### src/rtl/arith_pipe_alu.sv
// Two-stage signed ALU with valid/ready handshake, optional ADD/SUB saturation
// and a saturating count of overflow results taken by the downstream.
module arith_pipe_alu #(
    parameter int NB_DATA  = 16,
    parameter int NB_SEL   = 3,
    parameter int SATURATE = 1,
    parameter int NB_CNT   = 8
) (
    input  logic                      i_clk,
    input  logic                      i_rst_n,
    input  logic                      i_valid,
    output logic                      o_ready,
    input  logic signed [NB_DATA-1:0] i_data_a,
    input  logic signed [NB_DATA-1:0] i_data_b,
    input  logic        [NB_SEL-1:0]  i_sel,
    input  logic                      i_clear_cnt,
    output logic                      o_valid,
    input  logic                      i_ready,
    output logic signed [NB_DATA-1:0] o_data_c,
    output logic                      o_zero,
    output logic                      o_neg,
    output logic                      o_ovf,
    output logic        [NB_CNT-1:0]  o_ovf_cnt
);

    localparam int MSB = NB_DATA - 1;
    localparam int SHW = $clog2(NB_DATA);
    localparam logic signed [NB_DATA-1:0] MAX_VAL = {1'b0, {(NB_DATA-1){1'b1}}};
    localparam logic signed [NB_DATA-1:0] MIN_VAL = {1'b1, {(NB_DATA-1){1'b0}}};
    localparam logic signed [NB_DATA-1:0] ONE     = {{(NB_DATA-1){1'b0}}, 1'b1};

    logic                      s1_valid_q, s1_valid_d;
    logic signed [NB_DATA-1:0] a_q, a_d, b_q, b_d;
    logic        [NB_SEL-1:0]  sel_q, sel_d;
    logic                      out_valid_q, out_valid_d;
    logic signed [NB_DATA-1:0] res_q, res_d;
    logic                      zero_q, zero_d, neg_q, neg_d, ovf_q, ovf_d;
    logic        [NB_CNT-1:0]  cnt_q, cnt_d;

    logic                      en;
    logic signed [NB_DATA-1:0] sum, diff, alu_res;
    logic                      alu_ovf;

    assign en = ~out_valid_q | i_ready;

    always_comb begin
        sum     = a_q + b_q;
        diff    = a_q - b_q;
        alu_res = b_q;
        alu_ovf = 1'b0;
        case (sel_q)
            3'b000: begin
                alu_res = sum;
                alu_ovf = (a_q[MSB] == b_q[MSB]) && (sum[MSB] != a_q[MSB]);
            end
            3'b001: begin
                alu_res = diff;
                alu_ovf = (a_q[MSB] != b_q[MSB]) && (diff[MSB] != a_q[MSB]);
            end
            3'b010:  alu_res = a_q & b_q;
            3'b011:  alu_res = a_q | b_q;
            3'b100:  alu_res = a_q ^ b_q;
            3'b101:  alu_res = (a_q < b_q) ? ONE : '0;
            3'b110:  alu_res = a_q >>> b_q[SHW-1:0];
            default: alu_res = b_q;
        endcase
        // An ADD/SUB overflow always has the true result's sign equal to a's sign.
        if ((SATURATE != 0) && alu_ovf) begin
            alu_res = a_q[MSB] ? MIN_VAL : MAX_VAL;
        end
    end

    always_comb begin
        s1_valid_d  = s1_valid_q;
        a_d         = a_q;
        b_d         = b_q;
        sel_d       = sel_q;
        out_valid_d = out_valid_q;
        res_d       = res_q;
        zero_d      = zero_q;
        neg_d       = neg_q;
        ovf_d       = ovf_q;
        cnt_d       = cnt_q;

        if (en) begin
            s1_valid_d  = i_valid;
            out_valid_d = s1_valid_q;
            if (i_valid) begin
                a_d   = i_data_a;
                b_d   = i_data_b;
                sel_d = i_sel;
            end
            if (s1_valid_q) begin
                res_d  = alu_res;
                zero_d = (alu_res == '0);
                neg_d  = alu_res[MSB];
                ovf_d  = alu_ovf;
            end
        end

        if (i_clear_cnt) begin
            cnt_d = '0;
        end else if (out_valid_q && i_ready && ovf_q && !(&cnt_q)) begin
            cnt_d = cnt_q + NB_CNT'(1);
        end
    end

    always_ff @(posedge i_clk or negedge i_rst_n) begin
        if (!i_rst_n) begin
            s1_valid_q  <= 1'b0;
            a_q         <= '0;
            b_q         <= '0;
            sel_q       <= '0;
            out_valid_q <= 1'b0;
            res_q       <= '0;
            zero_q      <= 1'b0;
            neg_q       <= 1'b0;
            ovf_q       <= 1'b0;
            cnt_q       <= '0;
        end else begin
            s1_valid_q  <= s1_valid_d;
            a_q         <= a_d;
            b_q         <= b_d;
            sel_q       <= sel_d;
            out_valid_q <= out_valid_d;
            res_q       <= res_d;
            zero_q      <= zero_d;
            neg_q       <= neg_d;
            ovf_q       <= ovf_d;
            cnt_q       <= cnt_d;
        end
    end

    assign o_ready   = en;
    assign o_valid   = out_valid_q;
    assign o_data_c  = res_q;
    assign o_zero    = zero_q;
    assign o_neg     = neg_q;
    assign o_ovf     = ovf_q;
    assign o_ovf_cnt = cnt_q;

endmodule

### config.mk
export PLATFORM = sky130hd
export DESIGN_NAME = arith_pipe_alu
export DESIGN_NICKNAME = d
export VERILOG_FILES = /design/src/rtl/arith_pipe_alu.sv
export SDC_FILE = /design/constraint.sdc
export NUM_CORES = 1
export LEC_CHECK = 0
export BUFFER_PORTS_ARGS = -buffer_cell sky130_fd_sc_hd__buf_2
export CORE_UTILIZATION = 33
export DETAILED_ROUTE_END_ITERATION = 16
export PLACE_DENSITY = 0.58
export SLEW_MARGIN = 20
export SYNTH_ARGS = -nofsm -noshare
export SYNTH_HDL_FRONTEND = slang
export SYNTH_SLANG_ARGS = --single-unit
export TNS_END_PERCENT = 1
### constraint.sdc
create_clock -name i_clk -period 3 [get_ports i_clk]
set_input_delay 0.45 -clock i_clk [delete_from_list [all_inputs] [get_ports i_clk]]
set_output_delay 0.45 -clock i_clk [all_outputs]
set_load 0.01 [all_outputs]
; Word-level counts from Yosys, hierarchy flattened
; Cells that the tools add are included.
[op_classes]
add_sub_neg = 3
magnitude_cmp = 1
eq_ne = 10
shifts = 1
muxes = 7
bitwise = 5
reduce_logical = 12
[op_table]
columns = op, count
row1 = 16-bit case mux with 7 select lines, 1
row2 = 16-bit 2-to-1 mux, 2
row3 = 16-bit adder, 1
row4 = 16-bit AND, 1
row5 = 16-bit zero test, 1
row6 = 16-bit less-than comparator, 1
row7 = 8-bit 2-to-1 mux, 2
row8 = 16-bit OR, 1
row9 = 16-bit by 4-bit >>> shifter with 16-bit output, 1
row10 = 16-bit subtractor, 1
row11 = 16-bit bitwise XOR, 1
row12 = 3-bit == test (second input constant), 3
row13 = 8-bit by 1-bit adder with 8-bit output (second input constant), 1
row14 = 8-bit AND reduction, 1
row15 = 3-bit by 2-bit == test with 1-bit output (second input constant), 2
row16 = 1-bit logical AND, 5
row17 = 2-bit AND reduction, 2
row18 = 3-bit by 1-bit == test with 1-bit output (second input constant), 1
row19 = 3-bit zero test, 1
row20 = 1-bit != test, 3
row21 = 1-bit case mux with 2 select lines, 1
row22 = 2-bit nonzero test, 1
row23 = 1-bit == test, 1
row24 = 1-bit zero test, 1
row25 = other kinds (3), 3
[totals]
regBits = 64
input_bits = 40
out_inout_bits = 29

; Logic depth before layout (Yosys ltp)
; Gate-level depths: netlist (run 1).
[logic_depth]
depth_word = 6
depth_mapped = 14

; Worst setup path before layout (run 1)
; OpenSTA, ideal clock, no wires.
[synth_path]
path_kind = reg2reg
start = register b_q[1]
end = register res_q[13] (netlist: o_data_c[13])
setup_ns = 0.119
arrival_time_ns = 3.247
required_time_ns = 2.881
path_slack_ns = -0.366
path_stages_with_launch = 14
period_less_slack_ns = 3.366
path_cell_list = dfrtp_1 -> inv_1 -> buf_1 -> ha_1 -> nor2_1 -> o311ai_0 -> a211oi_1 -> a211oi_1 -> xnor2_1 -> nand3_1 -> a21oi_1 -> clkbuf_1 -> o21ai_0 -> o21a_1
[synth_via]
elab_chain_len = 5
[synth_rtl]
columns = item, line_no
row1 = start: declaration, 33  ; logic signed [NB_DATA-1:0] a_q, a_d, b_q, b_d;
row2 = start signal: assignment, 112  ; b_q <= '0;
row3 = start signal: assignment, 123  ; b_q <= b_d;
row4 = 16-bit subtractor or 16-bit adder (tied branches), "48, 47"
row5 = 1-bit != test (on tied branches), "58, 54"
row6 = 1-bit logical AND (on tied branches), "58, 54"
row7 = 1-bit case mux with 2 select lines, 51  ; case (sel_q)
row8 = 16-bit 2-to-1 mux (*), 68  ; if ((SATURATE != 0) && alu_ovf) begin
row9 = end signal: assignment, 126  ; res_q <= res_d;
row10 = end: declaration, 36  ; logic signed [NB_DATA-1:0] res_q, res_d;
; Every way passes the cells marked *; elsewhere a longest branch is shown, timed or not.
; A chain may end at the register's enable or synchronous reset.

; Worst setup path in the final report (run 1)
[layout_path]
start = register a_q[11]
end = register res_q[0] (netlist: o_data_c[0])
[layout_via]
elab_chain_len = 5
[layout_rtl]
columns = item, line_no
row1 = start: declaration, 33
row2 = start signal: assignment, 111  ; a_q <= '0;
row3 = start signal: assignment, 122  ; a_q <= a_d;
row4 = 16-bit subtractor or 16-bit adder (tied branches), "48, 47"
row5 = 1-bit != test (on tied branches), "58, 54"
row6 = 1-bit logical AND (on tied branches), "58, 54"
row7 = 1-bit case mux with 2 select lines, 51
row8 = 16-bit 2-to-1 mux (*), 68
; Marks and branches as above.

==> flow_summary.toml, run 1 <==
[run_status]
run_status = "finished, violations left"
violations = "setup timing"

[clock_network]
cts_tree = "done"
htreeDepth = 3
clock_latency_ps = 350
cts_buffer_depth = 2
clock-root-buffer = "clkbuf_16"
numCtsBuffers = 9
cts_sinks = 63
path_clk_slew_ps = 50
cts_hold_buf = 0

[placed_design]
routabilityCongestion = 1.01
dp_slack_ps = -368
dp_hpwl_um = 17600
postPlaceCellArea_sq_um = 7790
port_buffers = 68

[die]
pin_count = 69
rows = 49
start_util_pct = 33.9
die_width_um = 138
die_area_sq_um = 19000
die_h_um = 138
core-area_sq_um = 18000

[synth]
synthFlopType = "dfrtp_1"
synth_nets = 822
synth-edff-count = 0
synth_compound_area_share_pct = 23.7
synthAdderAreaFrac_pct = 11.3
ys_types = 75
synth_top_family_by_area = "compound AO/OA/AOI/OAI gates"
muxShareOfSynthArea_pct = 14.1
synth.area.top_cells = "dfrtp_1 (26%), ha_1 (11%), mux2_2 (7.9%)"
synthCells = 728
ys_ff_latch = 63
yosysSeqAreaShare_pct = 25.8
synthArstFlopShare_pct = 100
yosysTopAreaCell = "dfrtp_1"
ys_warn_count = 0
yosysTopAreaCellShare_pct = 25.8
syn_avg_cell_area_sq_um = 8.39
synth-simple-area-share_pct = 16.2
synth_xor_area_share_pct = 2.30
syn-cell-area_sq_um = 6100

[drt]
drtIter0Drc = 770
wl_per_cell_um = 19.5
remaining_drc_errors = 0
drtAntennaViolNets = 0
via_per_inst = 5.53
vias = 6405
first_pass_iters = 6
drt-total-wl_um = 22600

[pwr]
p_sw_mw = 2.73
power.internal_mw = 3.70
seqPwrFrac_pct = 18.4
p_leak_nw = 3.84
cellPowerDensity_nw_per_um2 = 759
p_sw_share_pct = 42.5
power.share.combinational_pct = 64.1
ir_drop_mv = 0.509
power_frac_clock_pct = 17.5

[critical_path]
arrival_ps = 3550
r2r.worst_path.cells = 16
endpoint_kind = "flop"
worstReg2RegStart = "a_q[11]"
start_kind = "flop"
path_class = "flop to flop"
regToRegSetupSlack_ps = -320
timing.rr.end = "o_data_c[0]"
crit_path_max_fanout = 3
worst_ep_required_time_ps = 3230

[global_routing]
grt_max_degree = 64
grt_pass1_vias = 6274
grt_pass1_wl_um = 35700
antenna_found_initial = 0
track_usage_pct = 24.0
grt-ovfl-total = 0

[timing]
rsz0062_at_grt = "yes"
drv_slew = 0
finalSetupViolations = 4
skew_ps = 6.18
setup_tns_ps = -694
hold-worst-slack_ps = 272
period_minus_slack_ps = 3320
worstMarginPinSlew_ps = 831
hold_viol_final = 0
relSlewSlack_pct = 44.6
fin_crit_sh_pct = 111
max_freq_ghz = 0.301
setup_slack_ps = -324

[layout]
fin_area_sq_um = 8470
layout-drive-gt1-share_pct = 39.8
nets = 1019
synthToLayoutAreaGrowth_pct = 38.7
final_core_util_pct = 47.0
antenna_cells = 0

[run]
cap_violations = 0

[min_path]
hold_path_class = "input pin to async pin"
## per-layer routing
metal	global-route usage (%)	wire length, um	vias to the layer above
met5	0	0	-
met4	9.08	606	0
met3	3.95	1690	44
met2	36.3	10100	259
met1	34.2	10300	3057
li1	-	-	3045
## power groups by stage
stage	Combinational [mW]	Sequential, mW	Clock [mW]
detailed placement	3.71	1.19	0
finish	4.12	1.18	1.12
global placement	3.73	1.19	0
CTS	3.86	1.18	1.15
global route	4.43	1.21	1.19
floorplan	1.99	1.26	0
## area by class of cell
type	count	area [sq um]
Fill cell	1811	9560
Multi-Input combinational cell	565	4480
Clock buffer	10	229
Sequential cell	63	1580
Clock inverter	6	83.8
Tap cell	229	287
Timing Repair Buffer	236	1630
Inverter	50	188
## synthesized netlist by cell type, drive strengths merged, types with 4 or more instances
| master | instances |
|---|---|
| o211ai | 9 |
| nand2b | 7 |
| inv | 50 |
| a21oi | 63 |
| ha | 52 |
| nand2 | 65 |
| a211oi | 9 |
| nand3 | 10 |
| o22ai | 7 |
| o22a | 10 |
| mux2 | 43 |
| nor3b | 5 |
| and3 | 4 |
| nor2b | 9 |
| and2 | 6 |
| clkbuf | 32 |
| a31oi | 5 |
| buf | 18 |
| o21ai | 60 |
| or3 | 4 |
| xor2 | 6 |
| dfrtp | 63 |
| nand4 | 7 |
| nor4 | 5 |
| mux2i | 13 |
| nor3 | 15 |
| a32oi | 4 |
| o21a | 4 |
| xnor2 | 10 |
| a41oi | 5 |
| nor2 | 57 |
| mux4 | 11 |
## per-stage QoR
stage,total power [mW],std cells
global placement,4.92,1137
global route,6.82,1159
finish,6.43,1159
CTS,6.19,1159
detailed placement,4.91,1137
floorplan,3.25,728
## critical path, cell delays in order, from the launching register on
cell and delay [ps]:
dfrtp_1 380, inv_2 90, ha_4 210, or4_4 580
nand2b_4 180, o211ai_4 210, nor2_4 80, or4b_4 510
a31oi_4 190, buf_4 140, buf_4 90, buf_4 90
buf_4 100, buf_4 100, buf_4 90, nor2_1 40
o22a_1 150
## cells in the final DEF (no fill, tap or decap), types with 5 or more instances in the layout
cell	n
a21oi_1	57
a41oi_1	5
buf_2	68
buf_4	166
clkbuf_16	9
dfrtp_1	61
ha_1	42
ha_4	7
inv_1	39
inv_2	11
mux2_2	43
mux2i_1	13
mux4_2	11
nand2_1	65
nand2b_1	5
nand3_1	10
nand4_1	7
nor2_1	55
nor2b_1	7
nor3_1	14
o211ai_1	8
o21ai_0	54
o21ai_1	5
o22a_1	10
o22ai_1	6
xnor2_1	10
xor2_1	6
## sequential cells by signal, indices dropped and copies added (netlist names)
| signal | flops |
|---|---|
| a_q | 16 |
| b_q | 16 |
| o_data_c | 16 |
| o_ovf | 1 |
| o_ovf_cnt | 8 |
| o_valid | 1 |
| o_zero | 1 |
| s1_valid_q | 1 |
| sel_q | 3 |
## worst max-delay path by stage
stage / from / to / slack, ps
floorplan: a_q[10] / o_zero / -40
global placement: a_q[1] / o_data_c[13] / -280
detailed placement: a_q[1] / o_zero / -370
CTS: b_q[9] / o_zero / -290
global route: b_q[9] / o_zero / -370
finish: a_q[11] / o_data_c[0] / -320
## logic make-up (layout without fill, tap and decap cells)
family / count (synthesis) / after routing
AO/OA/AOI/OAI: 224 / 224
AND/OR/NAND/NOR: 204 / 204
buffers and inverters: 100 / 302
multiplexers: 67 / 67
flip-flops: 63 / 63
adder cells (fa/ha/maj): 54 / 54
XOR/XNOR: 16 / 16
## what timing repair did
item | CTS | global route
pin swaps | 9 | 12
buffers inserted | 6 | 1
gates resized for setup | 31 | 40
setup endpoints to repair | 18 | 18
Power figures use the tool's default switching activity.
==> run 2: changes to the inputs <==
--- a/config.mk
+++ b/config.mk
@@ -8,7 +8,9 @@
 export BUFFER_PORTS_ARGS = -buffer_cell sky130_fd_sc_hd__buf_2
 export CORE_UTILIZATION = 33
 export DETAILED_ROUTE_END_ITERATION = 16
+export MAX_ROUTING_LAYER = met4
 export PLACE_DENSITY = 0.58
+export SETUP_SLACK_MARGIN = 0.02
 export SLEW_MARGIN = 20
 export SYNTH_ARGS = -nofsm -noshare
 export SYNTH_HDL_FRONTEND = slang
==> flow_summary.toml, run 2 (synthesis results as in run 1) <==
[run_status]
run_status = "finished, violations left"
violations = "setup timing"

[drt]
drt-total-wl_um = 21900
wl_met3_um = 1840
met2WireLength_um = 9670
via_per_inst = 5.59
topRoutingLayerUsed = "met4"
drtAntennaViolNets = 0
vias = 6429
drtIter0Drc = 731
wl_per_cell_um = 19.1
met1Wirelength_um = 9620
remaining_drc_errors = 0
first_pass_iters = 8

[placed_design]
dp_hpwl_um = 17100
routabilityCongestion = 0.981
dp_slack_ps = -332
port_buffers = 68

[timing]
drv_slew = 0
period_minus_slack_ps = 3210
setup_slack_ps = -211
max_freq_ghz = 0.311
finalSetupViolations = 10
worstMarginPinSlew_ps = 821
fin_crit_sh_pct = 107
skew_ps = 5.61
rsz0062_at_grt = "yes"
relSlewSlack_pct = 45.3
hold_viol_final = 0

[critical_path]
path_class = "flop to flop"
critPathLaunch = "a_q[6]"
crit_path_max_fanout = 8
endpoint_kind = "flop"
worst_ep_required_time_ps = 3280
r2r.worst_path.cells = 14
arrival_ps = 3490
worstReg2RegStart = "a_q[6]"
start_kind = "flop"

[die]
die_area_sq_um = 19000
start_util_pct = 33.9
rows = 49
pin_count = 69
core-area_sq_um = 18000
die_h_um = 138
die_width_um = 138

[pwr]
p_leak_nw = 3.79
cellPowerDensity_nw_per_um2 = 754
p_total_mw = 6.22
ir_drop_mv = 0.380

[global_routing]
grt-ovfl-total = 0
track_usage_pct = 23.8
antenna_found_initial = 0
grt_pass1_wl_um = 34500
grt_max_degree = 64
grt_pass1_vias = 6239

[clock_network]
cts_sinks = 63
clock-root-buffer = "clkbuf_16"
clock_latency_ps = 340
cts_tree = "done"
numCtsBuffers = 9
path_clk_slew_ps = 50
cts_hold_buf = 0
htreeDepth = 3
cts_buffer_depth = 2

[layout]
final_common_cell = "buf_4"
nets = 1012
regArea_sq_um = 1580
layout-drive-gt1-share_pct = 35.7
multiInputGateArea_sq_um = 4280
synthToLayoutAreaGrowth_pct = 35.0
antenna_cells = 0
fillerInstances = 1782
final_cell_mix = "buf_4 (157), buf_2 (68), nand2_1 (65)"
final_core_util_pct = 45.7

[run]
cap_violations = 0

[min_path]
hold_path_class = "input pin to async pin"
run 2: repair_timing:
action	CTS	global route
pin swaps	2	2
setup buffers	1	2
gates cloned	0	0
resized for setup	17	10
setup endpoints to repair	18	18
run 2: stage by stage:
step                      cell area (sq um)  setup TNS, ps  cells  hold slack (ps)
after global placement                 7780          -2130   1133              476
final                                  8240           -498   1151              274
after CTS                              8180           -362   1149              305
after detailed placement               7780          -1520   1133              484
after floorplan                        6130          -39.2    728              154
after global routing                   8240          -3800   1151              336
run 2: power by group:
part           leakage, nW  total (mW)  internal (mW)  switching, mW
registers            0.752        1.18           1.05          0.132
logic                 2.89        3.92           1.82           2.10
clock network        0.149        1.12          0.745          0.377
total                 3.79        6.22           3.61           2.61
run 2: worst paths after layout:
| check | slack, ps | endpoint |
|---|---|---|
| max in group asynchronous | 2170 | o_data_c[3] |
| worst min register to register | 490 | o_data_c[13] |
| min in group i_clk | 340 | a_q[11] |
| worst max-delay path | -210 | o_zero |
| worst min-delay path | 270 | b_q[0] |
| worst max register to register | -210 | o_zero |
run 2: cell type report:
type | count | area share [%]
multi-input combinational | 565 | 51.9
clock inverter | 3 | 0.820
sequential | 63 | 19.1
clock buffer | 12 | 2.99
tap | 229 | 3.48
inverter | 50 | 2.28
timing repair buffer | 229 | 19.4
run 2: critical path, cell delays in order (launching register included):
cell and delay [ps]:
dfrtp_1 370, inv_1 150, ha_1 270, buf_4 190, buf_4 160, nor2_1 90, o21ai_0 140, a21oi_1 290
nor2_2 100, or4b_4 500, a31oi_4 150, and3_1 190, nand4_1 110, nor4b_2 240, a32o_2 190
run 2: layer usage:
layer	vias to the layer above	GRT usage, %
met5	-	-
met3	52	2.70
met2	302	35.0
met4	0	10.8
li1	3034	-
met1	3041	32.7
==> run 3: changes to the inputs <==
--- a/config.mk
+++ b/config.mk
@@ -5,6 +5,7 @@
 export SDC_FILE = /design/constraint.sdc
 export NUM_CORES = 1
 export LEC_CHECK = 0
+export ABC_AREA = 1
 export BUFFER_PORTS_ARGS = -buffer_cell sky130_fd_sc_hd__buf_2
 export CORE_UTILIZATION = 33
 export DETAILED_ROUTE_END_ITERATION = 16
==> flow_summary.toml, run 3 <==
[placed_design]
port_buffers = 68
routabilityCongestion = 0.971
dp_hpwl_um = 17600

[timing]
skew_ps = 10.8
worstMarginPinSlew_ps = 585
max_freq_ghz = 0.364
drv_slew = 0
hold_viol_final = 0
hold-worst-slack_ps = 81.5
relSlewSlack_pct = 61.0
rsz0062_at_grt = "no"
finalSetupViolations = 0
fin_crit_sh_pct = 91.6
period_minus_slack_ps = 2750
setup_tns_ps = 0

[die]
pin_count = 69
die_h_um = 140
core-area_sq_um = 18600
start_util_pct = 33.6
rows = 50
die_area_sq_um = 19500
die_width_um = 140

[global_routing]
grt_pass1_wl_um = 35600
antenna_found_initial = 0
grt_pass1_vias = 6454
grt-ovfl-total = 0
grt_max_degree = 72
track_usage_pct = 24.5

[pwr]
cellPowerDensity_nw_per_um2 = 701
p_leak_nw = 3.88
ir_drop_mv = 0.293

[synth]
syn-cell-area_sq_um = 6260
synth_nets = 1107
syn_avg_cell_area_sq_um = 6.18
ys_warn_count = 0
synth_most_common_cell = "nand2_1"
ys_types = 43
ys_ff_latch = 63
synthCells = 1013
yosysTopAreaCellShare_pct = 25.2
synth-edff-count = 0
synthArstFlopShare_pct = 100
synth.area.top_cells = "dfrtp_1 (25%), nand2_1 (16%), nand3_1 (11%)"
synthTopCellsByCount = "nand2_1 (274), nand3_1 (142), nor2_1 (130)"
yosysSeqAreaShare_pct = 25.2
yosysTopAreaCell = "dfrtp_1"
synthFlopType = "dfrtp_1"

[drt]
drtAntennaViolNets = 0
via_per_inst = 5.21
remaining_drc_errors = 0
first_pass_iters = 6
wl_per_cell_um = 17.0
drt-total-wl_um = 22500
drtIter0Drc = 741
vias = 6901

[clock_network]
htreeDepth = 3
cts_sinks = 63
clock_latency_ps = 360
numCtsBuffers = 9
cts_tree = "done"
cts_buffer_depth = 2
clock-root-buffer = "clkbuf_16"
cts_hold_buf = 0
path_clk_slew_ps = 60

[critical_path]
endpoint_kind = "flop"
regToRegSetupSlack_ps = 250
path_class = "flop to flop"
cp-endpoint = "o_zero"
timing.rr.end = "o_zero"
worst_ep_required_time_ps = 3290
critPathLaunch = "a_q[0]"
worstReg2RegStart = "a_q[0]"
r2r.worst_path.cells = 19
arrival_ps = 3040
start_kind = "flop"
crit_path_max_fanout = 3

[layout]
synthToLayoutAreaGrowth_pct = 17.2
antenna_cells = 0
nets = 1179
final_core_util_pct = 39.4
final_common_cell = "nand2_1"
layout-drive-gt1-share_pct = 16.6
final_cell_mix = "nand2_1 (273), nand3_1 (142), nor2_1 (129)"

[run_status]
run_status = "finished clean"

[run]
cap_violations = 0

[min_path]
hold_path_class = "input pin to async pin"
-- run 3: final cells by class --
class | instances | area, sq um
Fill cell | 2022 | 11300
Multi-Input combinational cell | 783 | 4070
Sequential cell | 63 | 1580
Timing Repair Buffer | 102 | 621
Inverter | 126 | 475
Tap cell | 234 | 293
Clock buffer | 9 | 225
Clock inverter | 7 | 72.6
-- run 3: cells by family after synthesis --
group	share of synthesized area, %
xor+xnor	0.140
flops	25.2
buf+inv	10.8
compound gates	12.7
simple gates	40.1
fa+ha+maj	11.0
-- run 3: power by group --
group / total, mW / internal [mW] / switching [mW]
Sequential: 1.19 / 1.03 / 0.156
Combinational: 2.86 / 0.971 / 1.89
Clock: 1.10 / 0.644 / 0.453
Total: 5.15 / 2.65 / 2.50
-- run 3: per-layer routing --
| layer | GRT usage (%) | wire [um] | up-vias |
|---|---|---|---|
| met5 | - | 0 | - |
| met4 | 10.4 | 705 | 0 |
| met3 | 3.13 | 1290 | 40 |
| met2 | 36.7 | 9920 | 252 |
| met1 | 32.9 | 10600 | 3191 |
| li1 | - | - | 3418 |
-- run 3: per-stage QoR --
step | instances | area, sq um | power, mW | worst slack (ps)
after floorplan | 1013 | 6260 | 3.04 | 292
after global placement | 1307 | 6970 | 3.97 | 131
after detailed placement | 1307 | 6970 | 3.95 | 118
after CTS | 1323 | 7260 | 5.07 | 76.0
after global routing | 1324 | 7340 | 5.52 | 25.4
final | 1324 | 7340 | 5.15 | 253
-- run 3: worst min-delay path by stage --
stage / start / end / cells after the start
after floorplan: i_rst_n / a_q[0] / 0
after global placement: s1_valid_q / o_valid / 2
after detailed placement: s1_valid_q / o_valid / 2
after CTS: i_rst_n / o_data_c[6] / 1
after global routing: i_rst_n / o_data_c[6] / 1
final: i_rst_n / o_data_c[6] / 1
-- run 3: critical path, cell delays in order (launching register included) --
cell and delay (ps):
dfrtp_1 400, inv_1 100, ha_2 220, inv_1 90, fa_1 440, nand2_1 120, nand2_1 90, nand2_1 100
nand2_1 150, nand2_1 130, nand3_1 70, nand3_1 80, nand2_1 60, inv_1 80, nor2_1 60, nor2_1 140
nand3_1 100, nor2_1 90, nand3_1 90, nand2_1 70
-- run 3: timing repair --
item,4_1_cts,5_1_grt
resized for setup,0,24
endpoints found under the setup margin,0,10
setup buffers,0,1
